### src/rtl/mem_arbiter.sv
// mem_arbiter: shares one memory port between an instruction-fetch requester
// and a data requester, with one outstanding transaction at a time.
module mem_arbiter #(
    parameter int DATA_PRIO = 1
) (
    input  logic        clk,
    input  logic        rst,

    input  logic        i_read,
    input  logic [31:0] i_address,
    output logic [31:0] i_rdata,
    output logic        i_resp,

    input  logic        d_read,
    input  logic        d_write,
    input  logic [3:0]  d_byte_enable,
    input  logic [31:0] d_address,
    input  logic [31:0] d_wdata,
    output logic [31:0] d_rdata,
    output logic        d_resp,

    output logic        mem_read,
    output logic        mem_write,
    output logic [3:0]  mem_byte_enable,
    output logic [31:0] mem_address,
    output logic [31:0] mem_wdata,
    input  logic [31:0] mem_rdata,
    input  logic        mem_resp
);

    typedef enum logic [1:0] {
        IDLE,
        I_BUSY,
        D_BUSY
    } state_t;

    state_t      state_q, state_d;
    logic        last_d_q, last_d_d;   // 1 when the most recent grant went to data
    logic [31:0] addr_q, addr_d;
    logic [31:0] wdata_q, wdata_d;
    logic [3:0]  be_q, be_d;
    logic        write_q, write_d;

    logic        d_req;
    logic        grant_d;

    // Arbitration only matters on conflict; otherwise the lone requester wins.
    always_comb begin
        d_req = d_read | d_write;
        if (i_read && d_req) begin
            grant_d = (DATA_PRIO != 0) ? 1'b1 : !last_d_q;
        end else begin
            grant_d = d_req;
        end
    end

    always_comb begin
        // NOTE: every signal written here gets a default first, so no latch is inferred.
        state_d  = state_q;
        last_d_d = last_d_q;
        addr_d   = addr_q;
        wdata_d  = wdata_q;
        be_d     = be_q;
        write_d  = write_q;

        case (state_q)
            IDLE: begin
                if (i_read || d_req) begin
                    last_d_d = grant_d;
                    if (grant_d) begin
                        state_d = D_BUSY;
                        addr_d  = d_address;
                        wdata_d = d_wdata;
                        be_d    = d_byte_enable;
                        write_d = d_write;  // read+write together issues the write only
                    end else begin
                        state_d = I_BUSY;
                        addr_d  = i_address;
                        wdata_d = 32'h0;
                        be_d    = 4'hF;
                        write_d = 1'b0;
                    end
                end
            end
            I_BUSY, D_BUSY: begin
                if (mem_resp) begin
                    state_d = IDLE;
                end
            end
            default: state_d = IDLE;
        endcase
    end

    // NOTE: non-blocking assignments so every flop samples the pre-edge values.
    always_ff @(posedge clk) begin
        if (!rst) begin
            state_q  <= IDLE;
            last_d_q <= 1'b0;
            addr_q   <= 32'h0;
            wdata_q  <= 32'h0;
            be_q     <= 4'h0;
            write_q  <= 1'b0;
        end else begin
            state_q  <= state_d;
            last_d_q <= last_d_d;
            addr_q   <= addr_d;
            wdata_q  <= wdata_d;
            be_q     <= be_d;
            write_q  <= write_d;
        end
    end

    // Memory side is driven purely from the latched request, never from live inputs.
    assign mem_read        = (state_q == I_BUSY) || ((state_q == D_BUSY) && !write_q);
    assign mem_write       = (state_q == D_BUSY) && write_q;
    assign mem_address     = addr_q;
    assign mem_wdata       = wdata_q;
    assign mem_byte_enable = be_q;

    assign i_resp  = (state_q == I_BUSY) && mem_resp;
    assign d_resp  = (state_q == D_BUSY) && mem_resp;
    assign i_rdata = mem_rdata;
    assign d_rdata = mem_rdata;

endmodule

### config.mk
export PLATFORM = sky130hd
export DESIGN_NAME = mem_arbiter
export DESIGN_NICKNAME = d
export VERILOG_FILES = /design/src/rtl/mem_arbiter.sv
export SDC_FILE = /design/constraint.sdc
export NUM_CORES = 1
export LEC_CHECK = 0
export BUFFER_PORTS_ARGS = -buffer_cell sky130_fd_sc_hd__buf_2
export CORE_MARGIN = 3
export CORE_UTILIZATION = 25
export CTS_CLUSTER_SIZE = 30
export DETAILED_ROUTE_END_ITERATION = 6
export GPL_TIMING_DRIVEN = 0
export PLACE_DENSITY = 0.67
export SLEW_MARGIN = 20
export SYNTH_ARGS = -nofsm -noshare
export SYNTH_HDL_FRONTEND = slang
export SYNTH_SLANG_ARGS = --single-unit
### constraint.sdc
create_clock -name clk -period 3.1 [get_ports clk]
set_input_delay 0.465 -clock clk [delete_from_list [all_inputs] [get_ports clk]]
set_output_delay 0.465 -clock clk [all_outputs]
set_load 0.02 [all_outputs]
==> flow_metrics.env <==
export IMPL_report_final_slew_viol_count=0
export IMPL_yosys_warnings=0
export IMPL_grt_usage=0.136
export IMPL_routed_wl_um=10300
export IMPL_fin_util=0.401
export IMPL_root_buffer="clkbuf_16"
export IMPL_num_rows=40
export IMPL_port_buffers=241
export IMPL_cts_setup_buffers=0
export IMPL_finalCritPeriodShare=0.579
export IMPL_vias=3183
export IMPL_clkTransAtPathRegs_ns=0.06
export IMPL_firstDrtPassIters=4
export IMPL_synthCells=315
export IMPL_setup_violations=0
export IMPL_cts_resized=0
export IMPL_cp_start_kind="flop"
export IMPL_status="completed"
export IMPL_pwr_density_cell_nw_per_um2=609
export IMPL_dieArea_um2=14400
export IMPL_synth_area_leader_cell="dfxtp_1"
export IMPL_wl_per_cell_um=14.0
export IMPL_fin_nets=708
export IMPL_grt_pass1_wl_um=15500
export IMPL_clkLatencyLatePin_ns=0.34
export IMPL_pin_count=274
export IMPL_place_congestion=0.802
export IMPL_crit_required_ns=2.63
export IMPL_rsz0062_at_grt="no"
export IMPL_nFillCells=1252
export IMPL_final_min_clock_period_ns=1.80
export IMPL_synth_area_um2=3240
export IMPL_place_hpwl_um=8300
export IMPL_drc=0
export IMPL_fin_ws_ns=1.30
export IMPL_htreeDepth=3
export IMPL_path_max_fanout=3
export IMPL_initial_core_util=0.262
export IMPL_max_freq_ghz=0.557
export IMPL_synth_top_area_share=0.439
export IMPL_yosys_top_cells_area="dfxtp_1, buf_4, mux2i_1, a22o_1, o21ai_1"
export IMPL_avgSynthCellArea_um2=10.3
export IMPL_final_cell_mix="buf_2, dfxtp_1, buf_4"
export IMPL_ant_nets=0
export IMPL_worst_slew_pin_slew_ns=0.537
export IMPL_antenna_found_initial=0
export IMPL_leakagePower_uw=0.00256
export IMPL_critPathKind="flop to output pin"
export IMPL_num_antenna_cells=0
export IMPL_core_area_um2=12400
export IMPL_r2r_slack_ns=1.43
export IMPL_cts_tree="done"
export IMPL_max_cap_violations=0
export IMPL_grt_overflow_total=0
export IMPL_power_uw=3020
export IMPL_max_slew_margin=0.642
export IMPL_clock_skew_ns=0.00705
export IMPL_min_path_type="input port to flop"
export IMPL_areaGrowthSynthToFinish_pct=52.9
export IMPL_cts_sinks=71
export IMPL_end_kind="output pin"
export IMPL_grt_pass1_vias=3251
export IMPL_synth_seq_cells=71
export IMPL_cts_hold_buf=0
export IMPL_tns_ns=0
export IMPL_die_w_um=120
export IMPL_ys_types=25
export IMPL_final_common_cell="buf_2"
export IMPL_peakVddDrop_v=0.000271
export IMPL_drtIter0Drc=128
export IMPL_syn_nets=456
export IMPL_clk_path_buf_depth=2
export IMPL_dp_worst_setup_slack_ns=1.32
export IMPL_viasPerCell=4.30
export IMPL_finalHoldViolations=0
export IMPL_yosysSeqAreaShare=0.439
export IMPL_die_h_um=120
export IMPL_grt_start_max_net_pins=14
export IMPL_drive_gt1_frac=0.608
export IMPL_cp_data_arrival_time_ns=1.33
export IMPL_cts_buffers=9
==> cell families (layout without fill, tap and decap cells) <==
kind of cell / Yosys count / count (layout) / share of synthesized area
adder cells (fa/ha/maj): 3 / 3 / 0.0116
buffers and inverters: 88 / 345 / 0.197
flip-flops: 71 / 71 / 0.439
AO/OA/AOI/OAI: 109 / 109 / 0.231
multiplexers: 32 / 32 / 0.0988
AND/OR/NAND/NOR: 12 / 12 / 0.0236
==> metal layers <==
| metal | share of wire | global-route usage | vias up |
|---|---|---|---|
| met5 | 0 | 0 | - |
| met4 | 0.012 | 0.0544 | 0 |
| met3 | 0.085 | 0.0452 | 13 |
| met2 | 0.53 | 0.246 | 160 |
| met1 | 0.38 | 0.145 | 1451 |
| li1 | - | - | 1559 |
==> power by group <==
| part | internal [uW] | switching (uW) |
|---|---|---|
| clock network | 627 | 424 |
| registers | 1040 | 60.1 |
| logic | 362 | 508 |
==> cell type report <==
type                    instances  area (um2)  share of cell area
well taps                     168         210              0.0424
multi-input cells             156        1180               0.239
plain buffers                  84         622               0.125
clock buffers                  10         229              0.0462
repair buffers                241        1210               0.243
inverters                       4        15.0             0.00303
clock inverters                 6        70.1              0.0141
flip-flops and latches         71        1420               0.287
==> critical path, cell delays in order, from the launching register on <==
cell and delay, ns:
dfxtp_1 0.37, inv_1 0.08, ha_1 0.21, a21o_1 0.17, buf_2 0.15
==> worst paths after layout <==
kind / startpoint / to / cells past startpoint
worst max-delay path: state_q[0] / mem_read / 4
worst min-delay path: d_wdata[22] / mem_wdata[22] / 2
worst max register to register: state_q[0] / mem_wdata[25] / 6
worst min register to register: mem_wdata[3] / mem_wdata[3] / 1
==> sequential cells by signal, summed over array words and instances, names as in the netlist <==
| signal | count |
|---|---|
| mem_wdata | 32 |
| state_q | 2 |
| write_q | 1 |
| mem_byte_enable | 4 |
| mem_address | 32 |
==> synthesized netlist by cell type, drive strengths merged <==
master / n
buf: 79
dfxtp: 71
a21oi: 35
o21ai: 34
a22o: 32
mux2i: 32
clkbuf: 5
nor2: 5
inv: 4
o221a: 4
and2: 3
ha: 3
nand2b: 2
a21o: 1
a22oi: 1
nor2b: 1
nor3: 1
o21a: 1
o31a: 1
==> through the flow <==
| stage | instances | hold slack, ns | area, um2 |
|---|---|---|---|
| 2_1_floorplan | 315 | 0.479 | 3240 |
| 3_3_place_gp | 724 | 0.452 | 4660 |
| 3_5_place_dp | 724 | 0.451 | 4660 |
| 4_1_cts | 740 | 0.328 | 4960 |
| 5_1_grt | 740 | 0.330 | 4960 |
| 6_report | 740 | 0.339 | 4960 |
Note: power is estimated with default switching activity, not from simulation.
